[src/rtl/cuckoo_sched_pkg.sv]
// Shared types and default sizing for the cuckoo hash insert scheduler.
package cuckoo_sched_pkg;

    localparam int DEF_DATA_WIDTH = 4;
    localparam int DEF_KEY_WIDTH  = 2;
    localparam int DEF_NUM_REQ    = 2;
    localparam int DEF_MAX_KICKS  = 8;
    localparam int DEF_PIPE_DEPTH = 4;

    typedef enum logic [1:0] {
        LOOKUP = 2'd0,
        INSERT = 2'd1,
        DELETE = 2'd2
    } op_t;

    typedef enum logic [1:0] {
        IDLE    = 2'd0,
        WAIT    = 2'd1,
        REISSUE = 2'd2,
        DONE    = 2'd3
    } state_t;

    typedef struct packed {
        logic [DEF_KEY_WIDTH-1:0]  key;
        logic [DEF_DATA_WIDTH-1:0] data;
    } entry_t;

    // Width helper that never collapses to zero bits.
    function automatic int width_of(input int max_value);
        return (max_value > 1) ? $clog2(max_value + 1) : 1;
    endfunction

endpackage

[src/rtl/cuckoo_insert_scheduler_rr_arbiter.sv]
// Round-robin arbiter: one-hot grant among active requests, pointer moves past the winner.
module rr_arbiter #(
    parameter int NUM_REQ = 2
) (
    input  logic               clk,
    input  logic               reset,
    input  logic               en,
    input  logic [NUM_REQ-1:0] req,
    output logic [NUM_REQ-1:0] grant
);

    localparam int PTR_W = (NUM_REQ > 1) ? $clog2(NUM_REQ) : 1;

    logic [PTR_W-1:0]   ptr_reg;
    logic [PTR_W-1:0]   ptr_next;
    logic [NUM_REQ-1:0] mask_hi;
    logic [NUM_REQ-1:0] pick_hi;
    logic [NUM_REQ-1:0] pick_any;

    // Requests at or above the pointer win over wrapped-around ones.
    generate
        for (genvar gi = 0; gi < NUM_REQ; gi++) begin : g_mask
            assign mask_hi[gi] = req[gi] && (gi >= int'(ptr_reg));
        end
    endgenerate

    assign pick_hi  = mask_hi & (~mask_hi + NUM_REQ'(1));
    assign pick_any = req & (~req + NUM_REQ'(1));

    always_comb begin
        grant = '0;
        if (en) begin
            grant = (|mask_hi) ? pick_hi : pick_any;
        end
    end

    always_comb begin
        ptr_next = ptr_reg;
        for (int k = 0; k < NUM_REQ; k++) begin
            if (grant[k]) begin
                ptr_next = PTR_W'((k + 1) % NUM_REQ);
            end
        end
    end

    always_ff @(posedge clk) begin
        if (reset) begin
            ptr_reg <= '0;
        end else if (|grant) begin
            ptr_reg <= ptr_next;
        end
    end

endmodule

[src/rtl/cuckoo_insert_scheduler.sv]
// Front-end scheduler for the cuckoo table pipeline: arbitrates requests, re-issues
// evicted entries as inserts and reports the outcome of every insert chain.
module cuckoo_insert_scheduler
    import cuckoo_sched_pkg::*;
#(
    parameter int DATA_WIDTH = DEF_DATA_WIDTH,
    parameter int KEY_WIDTH  = DEF_KEY_WIDTH,
    parameter int NUM_REQ    = DEF_NUM_REQ,
    parameter int MAX_KICKS  = DEF_MAX_KICKS,
    parameter int PIPE_DEPTH = DEF_PIPE_DEPTH
) (
    input  logic                                clk,
    input  logic                                reset,
    input  logic                                clk_en,
    input  logic [NUM_REQ-1:0]                  req_valid_i,
    input  logic [NUM_REQ-1:0][1:0]             req_op_i,
    input  logic [NUM_REQ-1:0][KEY_WIDTH-1:0]   req_key_i,
    input  logic [NUM_REQ-1:0][DATA_WIDTH-1:0]  req_data_i,
    output logic [NUM_REQ-1:0]                  req_ready_o,
    input  logic                                evict_valid_i,
    input  logic [KEY_WIDTH-1:0]                evict_key_i,
    input  logic [DATA_WIDTH-1:0]               evict_data_i,
    output logic                                issue_valid_o,
    output logic [1:0]                          issue_op_o,
    output logic [KEY_WIDTH-1:0]                issue_key_o,
    output logic [DATA_WIDTH-1:0]               issue_data_o,
    output logic                                issue_reinsert_o,
    output logic                                done_valid_o,
    output logic                                done_fail_o,
    output logic [KEY_WIDTH-1:0]                done_key_o,
    output logic [DATA_WIDTH-1:0]               done_data_o,
    output logic                                busy_o
);

    localparam int KICK_W  = width_of(MAX_KICKS);
    localparam int TIMER_W = width_of(PIPE_DEPTH);

    state_t                  state_reg;
    logic [KICK_W-1:0]       kicks_reg;
    logic [TIMER_W-1:0]      timer_reg;
    logic                    fail_reg;
    logic [KEY_WIDTH-1:0]    origin_key_reg;
    logic [DATA_WIDTH-1:0]   origin_data_reg;
    logic [KEY_WIDTH-1:0]    evict_key_reg;
    logic [DATA_WIDTH-1:0]   evict_data_reg;

    logic                    issue_valid_reg;
    logic [1:0]              issue_op_reg;
    logic [KEY_WIDTH-1:0]    issue_key_reg;
    logic [DATA_WIDTH-1:0]   issue_data_reg;
    logic                    issue_reinsert_reg;
    logic                    done_valid_reg;
    logic                    done_fail_reg;
    logic [KEY_WIDTH-1:0]    done_key_reg;
    logic [DATA_WIDTH-1:0]   done_data_reg;

    logic [NUM_REQ-1:0]      grant;
    logic                    arb_en;
    logic                    accept;
    logic [1:0]              sel_op;
    logic [KEY_WIDTH-1:0]    sel_key;
    logic [DATA_WIDTH-1:0]   sel_data;

    // Grants only while idle, enabled and out of reset.
    assign arb_en = clk_en && !reset && (state_reg == IDLE);

    rr_arbiter #(
        .NUM_REQ (NUM_REQ)
    ) u_arb (
        .clk   (clk),
        .reset (reset),
        .en    (arb_en),
        .req   (req_valid_i),
        .grant (grant)
    );

    assign req_ready_o = grant;
    assign accept      = |grant;

    always_comb begin
        sel_op   = '0;
        sel_key  = '0;
        sel_data = '0;
        for (int k = 0; k < NUM_REQ; k++) begin
            if (grant[k]) begin
                sel_op   = req_op_i[k];
                sel_key  = req_key_i[k];
                sel_data = req_data_i[k];
            end
        end
    end

    always_ff @(posedge clk) begin
        if (reset) begin
            state_reg          <= IDLE;
            kicks_reg          <= '0;
            timer_reg          <= '0;
            fail_reg           <= 1'b0;
            origin_key_reg     <= '0;
            origin_data_reg    <= '0;
            evict_key_reg      <= '0;
            evict_data_reg     <= '0;
            issue_valid_reg    <= 1'b0;
            issue_op_reg       <= '0;
            issue_key_reg      <= '0;
            issue_data_reg     <= '0;
            issue_reinsert_reg <= 1'b0;
            done_valid_reg     <= 1'b0;
            done_fail_reg      <= 1'b0;
            done_key_reg       <= '0;
            done_data_reg      <= '0;
        end else begin
            // Pulses last one cycle; a frozen cycle never repeats them.
            issue_valid_reg <= 1'b0;
            done_valid_reg  <= 1'b0;
            if (clk_en) begin
                case (state_reg)
                    IDLE: begin
                        if (accept) begin
                            issue_valid_reg    <= 1'b1;
                            issue_op_reg       <= sel_op;
                            issue_key_reg      <= sel_key;
                            issue_data_reg     <= sel_data;
                            issue_reinsert_reg <= 1'b0;
                            if (sel_op == INSERT) begin
                                origin_key_reg  <= sel_key;
                                origin_data_reg <= sel_data;
                                kicks_reg       <= '0;
                                timer_reg       <= TIMER_W'(PIPE_DEPTH);
                                fail_reg        <= 1'b0;
                                state_reg       <= WAIT;
                            end
                        end
                    end
                    WAIT: begin
                        if (timer_reg != '0) begin
                            timer_reg <= timer_reg - TIMER_W'(1);
                        end
                        // An eviction on the last window cycle still counts.
                        if (evict_valid_i) begin
                            evict_key_reg  <= evict_key_i;
                            evict_data_reg <= evict_data_i;
                            if (kicks_reg == KICK_W'(MAX_KICKS)) begin
                                fail_reg  <= 1'b1;
                                state_reg <= DONE;
                            end else begin
                                state_reg <= REISSUE;
                            end
                        end else if (timer_reg <= TIMER_W'(1)) begin
                            state_reg <= DONE;
                        end
                    end
                    REISSUE: begin
                        issue_valid_reg    <= 1'b1;
                        issue_op_reg       <= INSERT;
                        issue_key_reg      <= evict_key_reg;
                        issue_data_reg     <= evict_data_reg;
                        issue_reinsert_reg <= 1'b1;
                        kicks_reg          <= kicks_reg + KICK_W'(1);
                        timer_reg          <= TIMER_W'(PIPE_DEPTH);
                        state_reg          <= WAIT;
                    end
                    DONE: begin
                        done_valid_reg <= 1'b1;
                        done_fail_reg  <= fail_reg;
                        done_key_reg   <= fail_reg ? evict_key_reg  : origin_key_reg;
                        done_data_reg  <= fail_reg ? evict_data_reg : origin_data_reg;
                        state_reg      <= IDLE;
                    end
                    default: state_reg <= IDLE;
                endcase
            end
        end
    end

    assign issue_valid_o    = issue_valid_reg;
    assign issue_op_o       = issue_op_reg;
    assign issue_key_o      = issue_key_reg;
    assign issue_data_o     = issue_data_reg;
    assign issue_reinsert_o = issue_reinsert_reg;
    assign done_valid_o     = done_valid_reg;
    assign done_fail_o      = done_fail_reg;
    assign done_key_o       = done_key_reg;
    assign done_data_o      = done_data_reg;
    assign busy_o           = (state_reg != IDLE);

endmodule

[config.mk]
export PLATFORM = sky130hd
export DESIGN_NAME = cuckoo_insert_scheduler
export DESIGN_NICKNAME = d
export VERILOG_FILES = /design/src/rtl/cuckoo_sched_pkg.sv /design/src/rtl/cuckoo_insert_scheduler_rr_arbiter.sv /design/src/rtl/cuckoo_insert_scheduler.sv
export SDC_FILE = /design/constraint.sdc
export NUM_CORES = 1
export LEC_CHECK = 0
export CAP_MARGIN = 5
export CORE_MARGIN = 10
export CORE_UTILIZATION = 53
export DETAILED_ROUTE_END_ITERATION = 10
export PLACE_DENSITY = 0.84
export SETUP_SLACK_MARGIN = 0.4
export SLEW_MARGIN = 20
export SYNTH_ARGS = -nofsm -noshare
export SYNTH_HDL_FRONTEND = slang
export SYNTH_SLANG_ARGS = --single-unit
[constraint.sdc]
create_clock -name clk -period 3.4 [get_ports clk]
set_input_delay 1.02 -clock clk [delete_from_list [all_inputs] [get_ports clk]]
set_output_delay 1.02 -clock clk [all_outputs]
set_load 0.02 [all_outputs]
==> impl_metrics.csv, run 1 <==
group,metric,value,unit
grt,antenna_found_initial,0,
grt,grt_pass1_vias,1942,
clocking,hold_buffers,0,
floorplan,boundaryPins,49,
synthesis,ys.warnings.count,0,
floorplan,core_area,0.003661,mm^2
sta,hold_violations,0,
setup_path,slowest_delay,0.35,ns
floorplan,die-area,0.006679,mm^2
setup_path,worst_setup_path_start_kind,"input port",
detailed_routing,first_pass_iters,5,
clocking,cts_tree,"yes",
layout,final_core_utilization,75.43,%
floorplan,die-width,81.73,um
layout,layout.cells.non_filler,344,
grt,overflow,0,
layout,fin_nets,329,
synthesis,yosys.area.top_type,"dfxtp_1",
layout,seqCellArea,820.8,um^2
layout,fill_cells,279,
clocking,h-tree-depth,2,
detailed_routing,wl,5722,um
floorplan,fp-row-count,22,
detailed_routing,vias,1935,
sta,worst_pin_slew,0.6895,ns
floorplan,die_y,81.73,um
sta,fin_skew,0.007171,ns
sta,fin_tns_setup,0,ns
clocking,clock-sinks,41,
synthesis,synth_edf_count,0,
job,drv_cap,0,
clocking,cts_buffer_depth,2,
sta,max_freq,0.3406,GHz
synthesis,ys_ff_latch,41,
synthesis,synthArstFlopShare,0,%
detailed_routing,drc,0,
detailed_routing,final_antenna_net_count,0,
layout,antenna_cells,0,
setup_path,cp_num_buf_inv,3,
synthesis,yosysUniqueCellTypes,40,
setup_path,crit_path_end_kind,"output port",
placed_design,port_buffers,48,
layout,drive_above_1_share,14.86,%
synthesis,synth_nets,267,
sta,rsz0062_at_grt,"no",
grt,grt_max_degree,29,
clocking,clkLatencyLatePin,0.30,ns
placed_design,hpwl,4244,um
sta,min_period,2.936,ns
detailed_routing,via_per_inst,5.625,
detailed_routing,wl_per_cell,16.63,um
detailed_routing,drt_iter0_drc,126,
sta,slew_headroom,53.94,%
setup_path,slowest_stage,"or3_4",
sta,slew_viol_final,0,
sta,post-route-period-util,86.36,%
setup_path,worstSetupPathType,"in -> out",
setup_path,critical_path.top_delay_family,"simple AND/OR/NAND/NOR gates",
synthesis,netlist_instances,234,
power_and_ir_drop,p_leak,0.001034,uW
layout,multi_input_area,0.001095,mm^2
power_and_ir_drop,ir_drop,0.4625,mV
layout,area_delta_synth_final,36.74,%
power_and_ir_drop,powerDensity,371.8,mW/mm^2
sta,setup_violations,0,
setup_path,path_max_fanout,2,
status,status,"finished, final reports clean",
clocking,root_buffer,"clkbuf_8",
synthesis,syn_area_per_cell,8.630,um^2
hold_path,hold_class,"reg -> reg",
setup_path,crit_path_cell_trace,"dlygate4sd2_1, inv_1, or3_4, nor2_4, buf_6",
synthesis,synth_area_leaders,"dfxtp_1 41%, nor2_1 8.6%, mux2i_1 7.4%, a21oi_1 4.7%, a211oi_1 4.1%",
setup_path,cp.required,2.38,ns
floorplan,initial_core_util,55.16,%
grt,grt_use_total,17.56,%
synthesis,ys_seq_area_share,40.64,%
placed_design,dpl.cell_count,334,
synthesis,synth_flop_cell,"dfxtp_1",
setup_path,arrival,1.92,ns
synthesis,synth_area,0.002019,mm^2
placed_design,finalWeightedCongestion,0.8175,
clocking,clk_pin_slew,0.08,ns
grt,grt_pass1_wl,9294,um
clocking,cts_inserted_buffers,5,
synthesis,synth.top_cell.area_share,40.64,%
## tightest hold or removal path, delay by kind of cell (launching register included)
kind | cells | cell delay [ns]
flip-flops | 1 | 0.33
AO/OA/AOI/OAI | 1 | 0.05
AND/OR/NAND/NOR | 1 | 0.07
## layer usage
layer	vias to the layer above	global-route usage [%]	wire length, um
li1	953	-	-
met1	903	21.47	2355
met2	70	28.06	2794
met3	9	5.131	483
met4	0	7.653	89
met5	-	0	0
## layout by cell type, fill, tap and decap left out, types with 6 or more instances in the layout
cell type | netlist | routed
nor3_1 | 13 | 13
dfxtp_1 | 41 | 41
mux2i_1 | 15 | 15
nor2_1 | 46 | 45
o21ai_0 | 6 | 6
a211oi_1 | 11 | 11
buf_4 | 1 | 21
inv_1 | 7 | 7
nand2_1 | 6 | 6
clkdlybuf4s50_1 | 0 | 42
a21oi_1 | 19 | 19
a32oi_1 | 7 | 7
## synthesized netlist by cell type, types with 2 or more instances
library cell and number:
nor2_1 46, dfxtp_1 41, a21oi_1 19, mux2i_1 15
nor3_1 13, a211oi_1 11, a32oi_1 7, inv_1 7
nand2_1 6, o21ai_0 6, buf_2 5, ha_1 5
nand3_1 5, nor2b_1 5, clkbuf_1 4, nand2b_1 4
buf_6 3, o21ai_1 3, or3_1 3, a21boi_2 2
a22oi_1 2, a31oi_1 2, buf_1 2, o21bai_1 2
## metrics by stage
step | setup WS, ns | area [um^2] | hold WS (ns) | power (uW)
2_1_floorplan | 0.4275 | 2029 | 0.4519 | 578.0
3_3_place_gp | -0.3028 | 2621 | 0.4702 | 649.3
3_5_place_dp | -0.3295 | 2621 | 0.4815 | 651.3
4_1_cts | 0.4100 | 2759 | 0.4925 | 1035
5_1_grt | 0.4108 | 2761 | 0.5075 | 1063
6_report | 0.4638 | 2761 | 0.4934 | 1027
## path summary, 6_finish.rpt
path	depth (start not counted)	start	slack, ns	end
hold reg to reg	2	evict_data_reg[3]	0.49	issue_data_o[3]
hold / removal	2	evict_data_reg[3]	0.49	issue_data_o[3]
setup reg to reg	6	state_reg[1]	1.50	timer_reg[1]
setup / recovery	5	clk_en	0.46	req_ready_o[1]
## layout make-up
class	count	share of cell area (%)
tap	48	2.175
timing repair buffer	70	23.61
inverter	8	1.087
clock buffer	5	2.492
multi-input combinational	170	39.65
sequential	41	29.72
clock inverter	2	1.269
## power breakdown
| group | leakage [uW] | internal, uW | switching [uW] |
|---|---|---|---|
| sequential | 0.000332 | 488 | 5.71 |
| combinational | 0.000648 | 77.0 | 74.1 |
| clock | 0.0000540 | 213 | 168 |
| total | 0.00103 | 779 | 248 |
## repair_timing
item                       in CTS  in global routing
setup buffers                   3                  0
resized for setup              19                  1
gates cloned                    0                  0
setup endpoints to repair       2                  2
pin swaps                       4                  1
## logic make-up after synthesis
kind of cell	count (synthesis)	share of synthesized area [%]
AND/OR/NAND/NOR	88	20.82
adder cells (fa/ha/maj)	5	3.098
flip-flops	41	40.64
buffers and inverters	23	5.886
AO/OA/AOI/OAI	62	22.12
multiplexers	15	7.435
No activity file was read; power rests on OpenSTA's default activity.
==> inputs of run 2 (changes only) <==
- CAP_MARGIN: 5 -> 20
==> results of run 2 <==
No change in the layout: final DEF, timing and power equal those of run 1.
==> inputs of run 3 (changes only) <==
- CORE_MARGIN: 10 -> not set
- PLACE_DENSITY: 0.84 -> 0.83
==> impl_metrics.csv, run 3 (synthesis results as in run 1) <==
group,metric,value,unit
status,status,"finished, final reports clean",
setup_path,slowest_delay,0.39,ns
hold_path,hold_class,"reg -> reg",
clocking,hold_buffers,0,
hold_path,hold_end,"kicks_reg[3]",
clocking,cts_buffer_depth,2,
sta,setup_violations,0,
hold_path,hp-start,"kicks_reg[3]",
placed_design,port_buffers,48,
sta,slew_headroom,55.82,%
sta,slew_viol_final,0,
job,drv_cap,0,
clocking,clock-sinks,41,
clocking,clkLatencyLatePin,0.29,ns
setup_path,crit_path_cell_trace,"dlygate4sd2_1, inv_1, or3_4, nor2_4, buf_6",
detailed_routing,vias,1955,
sta,fin_skew,0.004136,ns
detailed_routing,drt_iter0_drc,102,
grt,grt_use_total,27.11,%
sta,worst_pin_slew,0.6613,ns
grt,grt_max_degree,25,
placed_design,pre_cts_slack,-0.3129,ns
detailed_routing,via_per_inst,5.716,
layout,final_core_utilization,75.09,%
detailed_routing,wl_per_cell,15.30,um
clocking,root_buffer,"clkbuf_8",
placed_design,finalWeightedCongestion,0.9605,
placed_design,hpwl,3716,um
setup_path,slowest_stage,"or3_4",
setup_path,arrival,1.93,ns
floorplan,die-width,63.73,um
power_and_ir_drop,p_leak,0.001016,uW
setup_path,rr_endpoint,"timer_reg[1]",
hold_path,holdPathStages,2,
clocking,h-tree-depth,2,
detailed_routing,first_pass_iters,4,
setup_path,worst_setup_path_start_kind,"input port",
setup_path,cp.required,2.38,ns
setup_path,crit_path_end_kind,"output port",
layout,antenna_cells,0,
layout,mostFrequentLayoutCell,"nor2_1",
clocking,cts_inserted_buffers,5,
setup_path,r2r_slack,1.50,ns
power_and_ir_drop,ir_drop,0.2793,mV
grt,grt_pass1_wl,8493,um
sta,hold_violations,0,
sta,post-route-period-util,86.72,%
sta,max_freq,0.3391,GHz
detailed_routing,final_antenna_net_count,0,
grt,overflow,0,
floorplan,die_y,63.73,um
layout,layout_common_cells,"45 x nor2_1, 42 x clkdlybuf4s50_1, 41 x dfxtp_1",
layout,fin_nets,326,
grt,antenna_found_initial,0,
layout,area_delta_synth_final,36.12,%
setup_path,reg2reg_from,"state_reg[1]",
clocking,clk_pin_slew,0.08,ns
setup_path,path_max_fanout,2,
layout,drive_above_1_share,14.29,%
clocking,cts_tree,"yes",
sta,rsz0062_at_grt,"no",
power_and_ir_drop,powerDensity,380.4,mW/mm^2
floorplan,initial_core_util,55.16,%
sta,holdWs,0.4909,ns
setup_path,rr_worst_depth,6,
floorplan,fp-row-count,22,
sta,setup_ws,0.4514,ns
sta,fin_tns_setup,0,ns
floorplan,core_area,0.003661,mm^2
detailed_routing,drc,0,
floorplan,die-area,0.004061,mm^2
power_and_ir_drop,finalPower,1046,uW
floorplan,boundaryPins,49,
sta,min_period,2.949,ns
detailed_routing,wl,5234,um
setup_path,worstSetupPathType,"in -> out",
grt,grt_pass1_vias,1833,
## run 3: repair_timing
action	in CTS	in global routing
cloned	0	0
pin swaps	3	3
gates resized for setup	21	0
buffers inserted	2	0
endpoints found under the setup margin	2	2
## run 3: power by group
| group | switching (uW) | total [uW] | internal (uW) |
|---|---|---|---|
| clock | 164 | 403 | 239 |
| combinational | 74.4 | 149 | 74.6 |
| sequential | 5.08 | 494 | 488 |
## run 3: through the flow
| stage | instance area [um^2] | instances |
|---|---|---|
| global route | 2749 | 342 |
| global placement | 2606 | 332 |
| floorplan | 2029 | 234 |
| detailed placement | 2606 | 332 |
| CTS | 2749 | 342 |
| finish | 2749 | 342 |
## run 3: final cells by class
| class | instances | area, um^2 |
|---|---|---|
| multi-input cells | 170 | 1095 |
| fillers | 277 | 912.1 |
| flip-flops and latches | 41 | 820.8 |
| repair buffers | 67 | 626.9 |
| clock buffers | 7 | 86.33 |
| well taps | 48 | 60.06 |
| clock inverters | 1 | 30.03 |
| inverters | 8 | 30.03 |
## run 3: how the worst max path moves through the flow
stage                           endpoint   start  cells past startpoint  slack (ns)
after floorplan           req_ready_o[1]  clk_en                      6        0.43
after global placement    req_ready_o[1]  clk_en                      5       -0.29
after detailed placement  req_ready_o[0]  clk_en                      5       -0.31
after CTS                 req_ready_o[0]   reset                      5        0.41
after global routing      req_ready_o[1]  clk_en                      5        0.40
final                     req_ready_o[1]  clk_en                      5        0.45
## run 3: metal layers
| layer | track usage (%) | vias up | routed length [um] | share of wire, % |
|---|---|---|---|---|
| li1 | - | 955 | - | - |
| met1 | 34.19 | 911 | 2318 | 44 |
| met2 | 43.88 | 78 | 2488 | 48 |
| met3 | 7.065 | 11 | 328 | 6.3 |
| met4 | 10.23 | 0 | 99 | 1.9 |
| met5 | 0 | - | 0 | 0 |
## run 3: worst max-delay path: cells and delay by family
kind                   cells  cell delay [ns]
AND/OR/NAND/NOR            2             0.50
buffers and inverters      3             0.41
